[src/rtl/game_pkg.sv]
// Shared definitions for the dino VGA game: state codes, BCD digit type,
// screen geometry and a most-significant-digit-first BCD compare.
package game_pkg;

  localparam logic [1:0] GAME_INIT  = 2'd0;
  localparam logic [1:0] GAME_START = 2'd1;
  localparam logic [1:0] GAME_END   = 2'd2;
  localparam logic [1:0] GAME_RESET = 2'd3;

  typedef enum logic [1:0] {
    ST_INIT  = GAME_INIT,
    ST_START = GAME_START,
    ST_END   = GAME_END,
    ST_RESET = GAME_RESET
  } game_state_e;

  typedef logic [3:0] bcd_digit_t;

  localparam int WINDOW_WIDTH  = 640;
  localparam int WINDOW_HEIGHT = 480;

  function automatic logic bcd_gt(input logic [15:0] a, input logic [15:0] b);
    logic       gt;
    logic       decided;
    bcd_digit_t da;
    bcd_digit_t db;
    gt      = 1'b0;
    decided = 1'b0;
    for (int i = 3; i >= 0; i--) begin
      da = a[i*4 +: 4];
      db = b[i*4 +: 4];
      if (!decided && (da != db)) begin
        gt      = (da > db);
        decided = 1'b1;
      end
    end
    return gt;
  endfunction

endpackage

[src/rtl/bcd_counter4.sv]
// Four-digit BCD score counter with synchronous clear, saturation at 9999
// and a combinational flag for the low-digit 99->00 rollover.
module bcd_counter4
  import game_pkg::*;
(
  input  logic        clk,
  input  logic        rst,
  input  logic        clr,
  input  logic        inc,
  output logic [15:0] q,
  output logic        rollover99
);

  logic [15:0] q_r;
  logic [15:0] next_s;
  logic        carry_s;
  logic        sat_s;

  // Ripple the +1 through the digits, each digit wrapping 9->0
  always_comb begin
    next_s  = q_r;
    carry_s = 1'b1;
    for (int i = 0; i < 4; i++) begin
      if (carry_s) begin
        if (q_r[i*4 +: 4] == 4'd9) begin
          next_s[i*4 +: 4] = 4'd0;
          carry_s          = 1'b1;
        end else begin
          next_s[i*4 +: 4] = q_r[i*4 +: 4] + 4'd1;
          carry_s          = 1'b0;
        end
      end else begin
        next_s[i*4 +: 4] = q_r[i*4 +: 4];
      end
    end
  end

  assign sat_s      = (q_r == 16'h9999);
  assign rollover99 = inc & ~sat_s & (q_r[7:0] == 8'h99);
  assign q          = q_r;

  // Score register: clear beats increment, 9999 holds
  always_ff @(posedge clk or posedge rst) begin
    if (rst) begin
      q_r <= 16'h0000;
    end else if (clr) begin
      q_r <= 16'h0000;
    end else if (inc && !sat_s) begin
      q_r <= next_s;
    end else begin
      q_r <= q_r;
    end
  end

endmodule

[src/rtl/game_flow_ctrl.sv]
// Game-state sequencer: INIT/START/END/RESET flow, score ticking and speed level.
// Optional best-score tracking is enabled with GAME_FLOW_HI_SCORE_EN.
module game_flow_ctrl
  import game_pkg::*;
#(
  parameter int TICKS_PER_POINT = 8,
  parameter int LEVEL_MAX       = 7,
  parameter int RESET_HOLD      = 4
) (
  input  logic        game_clk,
  input  logic        rst,
  input  logic        key_jump,
  input  logic        collision,
  output logic [1:0]  game_state,
  output logic [15:0] score_bcd,
  output logic [2:0]  speed_level,
  output logic        clear_req
`ifdef GAME_FLOW_HI_SCORE_EN
  , output logic [15:0] hi_score_bcd
`endif
);

  localparam int TW = (TICKS_PER_POINT > 1) ? $clog2(TICKS_PER_POINT) : 1;
  localparam int HW = (RESET_HOLD > 1) ? $clog2(RESET_HOLD) : 1;
  localparam logic [TW-1:0] TICK_LAST = TW'(TICKS_PER_POINT - 1);
  localparam logic [HW-1:0] HOLD_LAST = HW'(RESET_HOLD - 1);
  localparam logic [2:0]    LVL_MAX   = 3'(LEVEL_MAX);

  game_state_e   state_r;
  logic          key_prev_r;
  logic [TW-1:0] tick_cnt_r;
  logic [HW-1:0] hold_cnt_r;
  logic          clear_req_r;
  logic [2:0]    speed_r;
  logic          key_rise_s;
  logic          score_clr_s;
  logic          score_inc_s;
  logic          rollover_s;
  logic [15:0]   score_s;

  // key_prev resets to 1 so a button held through reset is not an edge
  assign key_rise_s  = key_jump & ~key_prev_r;
  assign score_clr_s = (state_r == ST_END) & key_rise_s;
  assign score_inc_s = (state_r == ST_START) & ~collision & (tick_cnt_r == TICK_LAST);

  bcd_counter4 u_score (
    .clk       (game_clk),
    .rst       (rst),
    .clr       (score_clr_s),
    .inc       (score_inc_s),
    .q         (score_s),
    .rollover99(rollover_s)
  );

  // Flow FSM with its tick/hold counters, clear pulse and speed level
  always_ff @(posedge game_clk or posedge rst) begin
    if (rst) begin
      state_r     <= ST_INIT;
      key_prev_r  <= 1'b1;
      tick_cnt_r  <= '0;
      hold_cnt_r  <= '0;
      clear_req_r <= 1'b0;
      speed_r     <= 3'd0;
    end else begin
      key_prev_r <= key_jump;
      case (state_r)
        ST_INIT: begin
          if (key_rise_s) begin
            state_r    <= ST_START;
            tick_cnt_r <= '0;
          end
        end
        ST_START: begin
          if (collision) begin
            state_r <= ST_END;
          end else if (tick_cnt_r == TICK_LAST) begin
            tick_cnt_r <= '0;
          end else begin
            tick_cnt_r <= tick_cnt_r + TW'(1);
          end
        end
        ST_END: begin
          if (key_rise_s) begin
            state_r     <= ST_RESET;
            hold_cnt_r  <= '0;
            clear_req_r <= 1'b1;
          end
        end
        ST_RESET: begin
          if (hold_cnt_r == HOLD_LAST) begin
            state_r     <= ST_START;
            tick_cnt_r  <= '0;
            clear_req_r <= 1'b0;
          end else begin
            hold_cnt_r <= hold_cnt_r + HW'(1);
          end
        end
        default: begin
          state_r     <= ST_INIT;
          clear_req_r <= 1'b0;
        end
      endcase
      // Level follows the same edge as the 99->00 score rollover
      if (score_clr_s) begin
        speed_r <= 3'd0;
      end else if (rollover_s && (speed_r < LVL_MAX)) begin
        speed_r <= speed_r + 3'd1;
      end else begin
        speed_r <= speed_r;
      end
    end
  end

  assign game_state  = state_r;
  assign score_bcd   = score_s;
  assign speed_level = speed_r;
  assign clear_req   = clear_req_r;

`ifdef GAME_FLOW_HI_SCORE_EN
  logic [15:0] hi_score_r;

  // Capture the final score at game over when it beats the record
  always_ff @(posedge game_clk or posedge rst) begin
    if (rst) begin
      hi_score_r <= 16'h0000;
    end else if ((state_r == ST_START) && collision && bcd_gt(score_s, hi_score_r)) begin
      hi_score_r <= score_s;
    end else begin
      hi_score_r <= hi_score_r;
    end
  end

  assign hi_score_bcd = hi_score_r;
`endif

endmodule

[config.mk]
export PLATFORM = sky130hd
export DESIGN_NAME = game_flow_ctrl
export DESIGN_NICKNAME = d
export VERILOG_FILES = /design/src/rtl/game_pkg.sv /design/src/rtl/bcd_counter4.sv /design/src/rtl/game_flow_ctrl.sv
export SDC_FILE = /design/constraint.sdc
export NUM_CORES = 1
export LEC_CHECK = 0
export BUFFER_PORTS_ARGS = -buffer_cell sky130_fd_sc_hd__buf_2
export CORE_MARGIN = 2
export CORE_UTILIZATION = 59
export CTS_BUF_LIST = sky130_fd_sc_hd__clkbuf_4
export DETAILED_ROUTE_END_ITERATION = 12
export PLACE_DENSITY = 0.82
export SYNTH_ARGS = -nofsm -noshare
export SYNTH_HDL_FRONTEND = slang
export SYNTH_SLANG_ARGS = --single-unit
[constraint.sdc]
create_clock -name game_clk -period 2.4 [get_ports game_clk]
set_input_delay 0.48 -clock game_clk [delete_from_list [all_inputs] [get_ports game_clk]]
set_output_delay 0.48 -clock game_clk [all_outputs]
set_load 0.05 [all_outputs]
# ---- After elaboration in Yosys (flattened, before gate mapping)
# Cells that the tools add are included.
dict set report totals {
  reg_bits 28
  in_bits 4
  out_inout_bits 22
}
dict set report op_classes {
  n_addsub 7
  reduce_logical 18
  n_lt_le_gt_ge 1
  mux 32
  n_bitwise 9
  eq_ne 17
}
# cell count
set op_table {}
lappend op_table {{$mux 16} 2}
lappend op_table {{$mux 4} 7}
lappend op_table {{$mux 3} 6}
lappend op_table {{$add 4x1->4 const B} 4}
lappend op_table {{$eq 16x16->1 const B} 1}
lappend op_table {{$eq 4x4->1 const B} 4}
lappend op_table {{$mux 2} 6}
lappend op_table {{$ne 2x2->1 const B} 6}
lappend op_table {{$reduce_bool 2->1} 6}
lappend op_table {{$pmux 3 s3} 1}
lappend op_table {{$eq 8x8->1 const B} 1}
lappend op_table {{$pmux 2 s4} 1}
lappend op_table {{$reduce_and 4->1} 2}
lappend op_table {{$mux 1} 7}
lappend op_table {{$add 3x1->3 const B} 2}
lappend op_table {{$and 1x1->1} 6}
lappend op_table {{$eq 2x2->1 const B} 3}
lappend op_table {{$reduce_and 2->1} 3}
lappend op_table {{$reduce_and 3->1} 2}
lappend op_table {{$pmux 2 s2} 1}
lappend op_table {{$eq 3x3->1 const B} 1}
lappend op_table {{$lt 3x3->1 const B} 1}
lappend op_table {{$not 1->1} 3}
lappend op_table {{$reduce_bool 3->1} 1}
lappend op_table {{6 further kinds} 7}

# ---- Logic depth before layout (Yosys ltp)
# Gate-level depths: netlist (run 1).
dict set report logic_depth {
  depth_word 8
  depth_mapped 7
  mapped_depth_nobuf 6
}

# ---- By module
# From an unflattened synthesis (run 1), not the netlist that was laid out.
dict set report unflattened {
  hier_cells 169
  area_unflattened_um2 1742.9
}
# mod instances seq_area_each_um2 area_each_um2 cells_per_inst
set modules_own_cells {}
lappend modules_own_cells {bcd_counter4 1 400.4 980.9 99}
lappend modules_own_cells {game_flow_ctrl 1 301.5 762.0 70}

# ---- Worst setup path after synthesis (run 1)
# OpenSTA, ideal clock, no wires.
dict set report synth_timing {
  kind {register to register}
  from {reg state_r[0], in the netlist game_state[0]}
  to {reg u_score.q_r[14], in the netlist u_score.q[14]}
  path_stages_with_launch 7
  required_time_ps 2326
  path_slack_ps 317
  t_arrival_ps 2009
  cell_sequence {dfrtp_1 -> ha_1 -> and3b_1 -> buf_6 -> nand3_4 -> or4_4 -> a21oi_2}
}
dict set report synth_between {
  elab_chain_len 6
  word_cells_on_any_way 10
  cone_classes {eq/ne (2); mux (1); bitwise (3); reduce/logical (4)}
}
# item line_no
set synth_rtl {}
lappend synth_rtl {{from (decl)} game_flow_ctrl.sv:29} ;# game_state_e state_r;
lappend synth_rtl {{from (signal assigned)} game_flow_ctrl.sv:58} ;# state_r <= ST_INIT;
lappend synth_rtl {{from (signal assigned)} game_flow_ctrl.sv:69} ;# state_r <= ST_START;
lappend synth_rtl {{from (signal assigned)} game_flow_ctrl.sv:75} ;# state_r <= ST_END;
lappend synth_rtl {{$eq 2x1->1} game_flow_ctrl.sv:44} ;# assign score_inc_s = (state_r == ST_START) & ~collision & (tick_cnt_r == TICK_LAST);
lappend synth_rtl {{$and 1x1->1 (2 in series)} game_flow_ctrl.sv:44}
lappend synth_rtl {{$logic_and 1x1->1} bcd_counter4.sv:48} ;# end else if (inc && !sat_s) begin
lappend synth_rtl {{$reduce_bool 2->1 (no line)} n/a}
lappend synth_rtl {{$reduce_and 2->1 (no line)} n/a}
lappend synth_rtl {{to (signal assigned)} bcd_counter4.sv:49} ;# q_r <= next_s;
lappend synth_rtl {{to (signal assigned)} bcd_counter4.sv:51} ;# q_r <= q_r;
lappend synth_rtl {{to (decl)} bcd_counter4.sv:14} ;# logic [15:0] q_r;
# Parallel ways exist; a longest one is shown, timed or not.
# A chain may end at the register's enable or synchronous reset.

# ---- Worst setup path in the final report (run 1)
dict set report layout_timing {
  from {reg state_r[1], in the netlist game_state[1]}
  to {reg u_score.q_r[14], in the netlist u_score.q[14]}
}
# Same word-level chain as after synthesis.

==> impl_metrics.tcl, run 1 <==
set metrics [dict create \
    async_flop_share_pct 100 \
    synth.avg_cell_area_sq_um 9.72 \
    finalCriticalPeriod_ns 1.95 \
    synthToLayoutAreaGrowth_pct 11.0 \
    finalNonFillerCells 236 \
    ios 26 \
    die_h_um 57.8 \
    vias 1477 \
    grt_pass1_vias 1459 \
    hpwl_um 3000 \
    cts_max_level 1 \
    die_x_um 57.8 \
    cts_buffers 3 \
    startpoint_type "flop" \
    cts_root_buf "clkbuf_4" \
    antenna_found_initial 0 \
    synth_top_area_cell "dfrtp_1" \
    post_drt_via_cell_ratio 6.26 \
    start_util_pct 62.0 \
    hold_buffers 0 \
    slew_viol_final 0 \
    drt_iter0_drc 74 \
    numPortBuffers 25 \
    drv_cap 0 \
    synthCells 176 \
    drc 0 \
    netlist.area_leader.share_pct 39.5 \
    gp_congestion 0.875 \
    fin_ws_ns 0.446 \
    setup_viol 0 \
    path_class "reg2reg" \
    tns_ns 0 \
    worstPathArrival_ns 2.24 \
    synth_cell_types 39 \
    timing.fmax_ghz 0.512 \
    p_total_mw 1.33 \
    grtUsageTotal_pct 24.8 \
    ant_nets 0 \
    synth_warnings 0 \
    fin_nets 226 \
    cts.path.max_buffers 2 \
    pre_cts_ws_ns 0.468 \
    cts_sinks 28 \
    cts_resized 0 \
    synthTopCellsByCount "27 x dfrtp_1, 16 x ha_1, 16 x nand2_1" \
    synthFlopType "dfrtp_1" \
    grt_pass1_wl_um 6420 \
    utilization_pct 68.9 \
    dp_cells 232 \
    nFillCells 229 \
    hold_viol_final 0 \
    syn_area_sq_um 1710 \
    synth_nets 196 \
    dieArea_sq_um 3350 \
    core_sq_um 2760 \
    max-slew-margin-rel_pct 65.9 \
    synthTopCellsByArea "dfrtp_1 40%, ha_1 12%, a21oi_1 4.1%" \
    worst_slew_pin_slew_ns 0.511 \
    final.period_utilization_pct 81.4 \
    p_leak_nw 0.948 \
    yosysMostFrequentCell "dfrtp_1" \
    finalWirelength_um 3790 \
    layout-drive-gt1-share_pct 19.5 \
    status "finished, final reports clean" \
    firstDrtPassIters 5 \
    clkTransAtPathRegs_ns 0.16 \
    finalClockSkew_ns 0.0118 \
    gr-total-overflow 0 \
    yosysSeqAreaShare_pct 41.0 \
    grt_setup_unrepaired "false" \
    ys_seq_elements 28 \
    crit_fanout 10 \
    cts_setup_buffers 0 \
    avgRoutedWirePerCell_um 16.1 \
    grt_max_degree 17 \
    hp-class "in2async" \
    crit_path_end_kind "flop" \
    vdd_drop_max_v 0.000828 \
    tritoncts "built" \
    insertion_delay_ns 0.34 \
    cp.required_ns 2.69 \
    n_antenna_cell 0 \
    synth_edf_count 0 \
    power_density_nw_per_um2 699 \
    row_count 19 \
]
-- registers in the layout, indices dropped and copies added, names as in the netlist --
name         count
clear_req        1
tick_cnt_r       3
key_prev_r       1
hold_cnt_r       2
u_score.q       16
speed_level      3
game_state       2
-- layer usage --
| metal | GRT usage [%] | wire length [um] | vias to the layer above |
|---|---|---|---|
| li1 | - | - | 698 |
| met1 | 29.5 | 1510 | 721 |
| met2 | 43.7 | 2020 | 49 |
| met3 | 4.46 | 181 | 9 |
| met4 | 11.0 | 76 | 0 |
| met5 | 0 | 0 | - |
-- placed cells by master (no fill, tap or decap), types with 2 or more instances in the layout --
cell	instances
dfrtp_1	27
nand4_1	3
mux2i_1	3
a31oi_1	4
ha_1	16
nand2b_1	2
inv_1	12
nand2_1	16
nand3b_1	6
and3b_1	6
a22oi_1	2
a21oi_1	14
buf_2	25
mux2_2	3
or3_1	6
o41ai_1	2
nand3_1	8
buf_4	4
nor2_1	10
clkbuf_4	3
o21a_1	2
o21ai_0	13
-- worst paths after layout --
path                               start              to  slack, ns  cells past startpoint
min                                  rst  speed_level[2]       0.14                      2
max                        game_state[1]   u_score.q[14]       0.45                      6
min reg2reg                tick_cnt_r[1]   tick_cnt_r[1]       0.56                      1
min in group game_clk           key_jump      key_prev_r       0.25                      1
max reg2reg                game_state[1]   u_score.q[14]       0.45                      6
max in group asynchronous            rst    u_score.q[2]       1.64                      3
-- final cells by class --
cell class | count | area (sq um) | share of cell area, %
multi-input cells | 132 | 932 | 49.1
flip-flops and latches | 28 | 702 | 37.0
repair buffers | 29 | 155 | 8.17
inverters | 12 | 45.0 | 2.37
well taps | 31 | 38.8 | 2.04
clock buffers | 3 | 22.5 | 1.19
clock inverters | 1 | 3.75 | 0.198
-- critical path: stages, from the launching register on --
cell and delay, ns:
dfrtp_1 0.45, inv_1 0.09, ha_1 0.28, and3b_1 0.30, nand3_4 0.14, or4_4 0.51, a21oi_2 0.14
-- where the power goes --
| part | switching, mW | internal, mW |
|---|---|---|
| combinational | 0.340 | 0.193 |
| clock | 0.142 | 0.0612 |
| sequential | 0.0578 | 0.534 |
| total | 0.540 | 0.789 |
-- through the flow --
stage	hold slack, ns	cell area, sq um
finish	0.136	1900
global route	0.177	1900
CTS	0.161	1900
detailed placement	0.523	1870
global placement	0.484	1870
floorplan	0.484	1710
-- logic make-up (layout without fill, tap and decap cells) --
logic type	after synthesis	count (layout)	synth area share, %
multiplexers	6	6	3.73
buffers and inverters	16	45	4.46
adder cells (fa/ha/maj)	16	16	11.7
AND/OR/NAND/NOR	63	63	20.9
AO/OA/AOI/OAI	47	47	18.1
flip-flops	28	28	41.0
Power figures use the tool's default switching activity.
==> inputs of run 2 (changes only) <==
- clock period: 2.4 -> 1.9 ns (I/O delays scaled with it)
==> run 2 against run 1 <==
  * Sequential power up 27%
  * Cell area up 4.6%
  * Wire length down 5.9%
==> impl_metrics.tcl, run 2 (synthesis gave the netlist of run 1 again) <==
set metrics [dict create \
    startpoint_type "flop" \
    crit_fanout 5 \
    die_h_um 57.8 \
    insertion_delay_ns 0.34 \
    firstDrtPassIters 4 \
    post_drt_via_cell_ratio 6.01 \
    hpwl_um 2650 \
    setup_viol 0 \
    dieArea_sq_um 3350 \
    tritoncts "built" \
    antenna_found_initial 0 \
    vias 1455 \
    finalWirelength_um 3570 \
    cts_sinks 28 \
    layout-drive-gt1-share_pct 30.8 \
    ios 26 \
    r2r.worst_path.cells 7 \
    fin_nets 232 \
    largest_reg_flops 16 \
    crit_path_end_kind "flop" \
    die_x_um 57.8 \
    grt_pass1_wl_um 6050 \
    worst_slew_pin_slew_ns 0.429 \
    cts_root_buf "clkbuf_4" \
    avgRoutedWirePerCell_um 14.7 \
    finalCriticalPeriod_ns 1.81 \
    power_density_nw_per_um2 866 \
    p_leak_nw 0.964 \
    finalClockSkew_ns 0.0109 \
    status "finished, final reports clean" \
    fin_ws_ns 0.0888 \
    gr-total-overflow 0 \
    reg2reg_slack_ns 0.09 \
    vdd_drop_max_v 0.00114 \
    max-slew-margin-rel_pct 71.4 \
    grtUsageTotal_pct 23.3 \
    cp.required_ns 2.19 \
    pre_cts_ws_ns 0.0564 \
    final_cell_mix "25 x buf_2, 17 x dfrtp_1, 16 x nand2_1" \
    n_antenna_cell 0 \
    timing.fmax_ghz 0.552 \
    drt_iter0_drc 88 \
    cts.path.max_buffers 2 \
    grt_max_degree 29 \
    reg2reg_from "u_score.q[9]" \
    slew_viol_final 0 \
    hold_viol_final 0 \
    path_class "reg2reg" \
    synthToLayoutAreaGrowth_pct 16.2 \
    core_sq_um 2760 \
    clkTransAtPathRegs_ns 0.15 \
    grt_pass1_vias 1359 \
    worstPathArrival_ns 2.10 \
    cts_buffers 3 \
    row_count 19 \
    ant_nets 0 \
    gp_congestion 0.852 \
    drc 0 \
    final_common_cell "buf_2" \
    dp_cells 233 \
    drv_cap 0 \
    start_util_pct 62.0 \
    finalNonFillerCells 242 \
    numPortBuffers 25 \
    timing.rr.end "u_score.q[14]" \
    final.period_utilization_pct 95.3 \
    hp-class "in2async" \
    cts_max_level 1 \
]
-- run 2: changes by cell type in the layout (fill, tap and decap cells not counted), sizes merged --
| cell | before | now |
|---|---|---|
| buf | 29 | 35 |
| clkinv | 1 | 0 |
| clkbuf | 3 | 4 |
-- run 2: how the worst max path moves through the flow --
stage                       start              to  slack (ns)  depth (start not counted)
floorplan           game_state[1]   u_score.q[14]       0.009                          7
global placement     u_score.q[1]   u_score.q[14]        0.10                          6
detailed placement   u_score.q[1]   u_score.q[14]        0.06                          6
CTS                 tick_cnt_r[0]   u_score.q[14]        0.02                          6
global route         u_score.q[1]  speed_level[2]       -0.02                          7
finish               u_score.q[9]   u_score.q[14]        0.09                          7
-- run 2: cell type report --
cell class / instances / area, sq um
inverters: 12 / 45.0
well taps: 31 / 38.8
repair buffers: 35 / 200
clock buffers: 4 / 30.0
flip-flops and latches: 28 / 714
multi-input cells: 132 / 958
fillers: 201 / 771
-- run 2: layer usage --
layer,up-vias,GRT usage (%),part of all wire [%]
met4,0,8.97,1.8
met5,-,0,0
li1,712,-,-
met1,695,32.3,46
met2,40,37.5,47
met3,8,2.90,4.3
-- run 2: worst max-delay path, cell delays in order, from the launching register on --
cell     delay, ns
dfrtp_2       0.44
inv_1         0.06
ha_2          0.18
and3b_2       0.28
buf_4         0.14
nand2_1       0.10
or4_4         0.43
a21oi_2       0.13
-- run 2: through the flow --
step	setup TNS, ns	hold slack (ns)	instance area, sq um	utilization, %	total power, mW
after detailed placement	0	0.471	1910	69.1	1.45
after global routing	-0.0232	0.0951	1990	72.1	1.86
after floorplan	0	0.384	1740	-	1.29
after CTS	0	0.0960	1940	70.2	1.72
final	0	0.0800	1990	72.1	1.72
after global placement	0	0.455	1910	69.1	1.40
-- run 2: report_power, final --
group / switching [mW] / internal [mW]
logic: 0.429 / 0.267
clock network: 0.175 / 0.0968
registers: 0.0741 / 0.679
total: 0.678 / 1.04
-- run 2: timing repair --
action | in CTS | in global routing
endpoints found under the setup margin | 0 | 11
hold buffers | 0 | 0
resized for setup | 0 | 7
buffers inserted | 0 | 5
==> inputs of run 3 (changes only) <==
- REMOVE_ABC_BUFFERS: unset -> 1
==> run 3 against run 2 <==
  * Critical path depth decreased by 1
  * Critical path type unchanged
  * Die area did not move
  * Largest power group is now combinational logic
  * Sequential cell count stayed put
  * Hold slack improved by 0.0068 ns
  * Setup slack better by 0.0022 ns
==> impl_metrics.tcl, run 3 (synthesis gave the netlist of run 1 again) <==
set metrics [dict create \
    worstPathArrival_ns 2.08 \
    crit_path_top_delay_cell "or4_4" \
    reg2reg_slack_ns 0.09 \
    ios 26 \
    path_class "reg2reg" \
    crit_chain "ha_1 > ha_2 > and3b_2 > nand3_4 > or4_4 > a21oi_2" \
    critPathMaxStageDelay_ns 0.50 \
    grt_max_degree 29 \
    timing.rr.end "u_score.q[14]" \
    ant_nets 0 \
    largest_reg_flops 16 \
    finalCriticalPeriod_ns 1.81 \
    hold_viol_final 0 \
    finalClockSkew_ns 0.00273 \
    synthToLayoutAreaGrowth_pct 19.8 \
    vdd_drop_max_v 0.00106 \
    power_density_nw_per_um2 917 \
    status "finished, final reports clean" \
    crit_fanout 10 \
    post_drt_via_cell_ratio 6.00 \
    finish.instance_area_sq_um 2050 \
    cp.required_ns 2.17 \
    avgRoutedWirePerCell_um 15.3 \
    final_common_cell "dfrtp_1" \
    gr-total-overflow 0 \
    numPortBuffers 25 \
    grt_pass1_wl_um 6290 \
    antenna_found_initial 0 \
    setup_viol 0 \
    core_sq_um 2760 \
    drc 0 \
    dieArea_sq_um 3350 \
    cts_sinks 28 \
    hold_buffers 0 \
    cts_max_level 1 \
    postPlaceCellArea_sq_um 1930 \
    max-slew-margin-rel_pct 71.1 \
    hpwl_um 2830 \
    drt_iter0_drc 52 \
    row_count 19 \
    slew_viol_final 0 \
    cts.path.max_buffers 2 \
    vias 1495 \
    grt_setup_unrepaired "true" \
    finalNonFillerCells 249 \
    p_leak_nw 1.02 \
    layout-drive-gt1-share_pct 29.8 \
    r2r.worst_path.cells 6 \
    worst_slew_pin_slew_ns 0.433 \
    startpoint_type "flop" \
    cts_root_buf "clkbuf_4" \
    insertion_delay_ns 0.33 \
    cp_num_buf_inv 0 \
    grtUsageTotal_pct 24.0 \
    crit_family "simple AND/OR/NAND/NOR gates" \
    n_antenna_cell 0 \
    die_h_um 57.8 \
    hp-class "in2async" \
    final.period_utilization_pct 95.2 \
    clkTransAtPathRegs_ns 0.15 \
    fin_nets 239 \
    dp_cells 239 \
    reg2reg_from "tick_cnt_r[0]" \
    grt_pass1_vias 1462 \
    final_cell_mix "26 x dfrtp_1, 25 x buf_2, 17 x buf_4, 16 x nand2_1" \
    tritoncts "built" \
    die_x_um 57.8 \
    crit_path_end_kind "flop" \
    drv_cap 0 \
    utilization_pct 74.3 \
    start_util_pct 62.0 \
    finalWirelength_um 3820 \
    cts_buffers 3 \
    gp_congestion 0.809 \
    firstDrtPassIters 4 \
    timing.fmax_ghz 0.553 \
]
[run 3: how the worst max path moves through the flow]
| stage | slack (ns) | start | endpoint | cells after the start |
|---|---|---|---|---|
| 2_1_floorplan | -0.28 | game_state[1] | u_score.q[7] | 5 |
| 3_3_place_gp | 0.09 | u_score.q[9] | speed_level[2] | 6 |
| 3_5_place_dp | 0.03 | u_score.q[9] | speed_level[2] | 6 |
| 4_1_cts | 0.03 | u_score.q[9] | u_score.q[14] | 6 |
| 5_1_grt | -0.01 | tick_cnt_r[0] | u_score.q[14] | 6 |
| 6_report | 0.09 | tick_cnt_r[0] | u_score.q[14] | 6 |
[run 3: layout make-up]
class / instances / area, sq um
clock buffer: 3 / 22.5
timing repair buffer: 42 / 253
fill: 196 / 708
inverter: 12 / 45.0
clock inverter: 1 / 30.0
tap: 31 / 38.8
multi-input combinational: 132 / 957
sequential: 28 / 703
[run 3: what timing repair did]
item	4_1_cts	5_1_grt
setup endpoints to repair	1	12
buffers inserted	0	6
pin swaps	1	3
gates resized for setup	0	11
[run 3: layer usage]
metal,vias up,track usage (%),wire length (um)
met2,33,41.2,1950
met4,0,8.31,64
met1,732,31.2,1690
li1,721,-,-
met5,-,0,0
met3,9,3.35,120
[run 3: worst reg2reg max path, cell delays in order, from the launching register on]
cell	delay, ns
dfrtp_1	0.39
ha_1	0.16
ha_2	0.20
and3b_2	0.24
nand3_4	0.12
or4_4	0.50
a21oi_2	0.15
[run 3: report_power, final]
group          switching [mW]  leakage, nW  total [mW]  internal, mW
combinational           0.449        0.625       0.745         0.296
sequential             0.0644        0.367       0.739         0.675
clock                   0.181       0.0279       0.395         0.213
total                   0.694         1.02        1.88          1.18
[run 3: metrics by stage]
step / setup TNS [ns] / worst slack, ns / total power [mW] / hold slack (ns)
6_report: 0 / 0.0910 / 1.88 / 0.0868
5_1_grt: -0.0194 / -0.0105 / 2.02 / 0.106
4_1_cts: 0 / 0.0334 / 1.85 / 0.0817
3_5_place_dp: 0 / 0.0261 / 1.46 / 0.469
3_3_place_gp: 0 / 0.0850 / 1.40 / 0.454
2_1_floorplan: -1.96 / -0.285 / 1.26 / 0.384
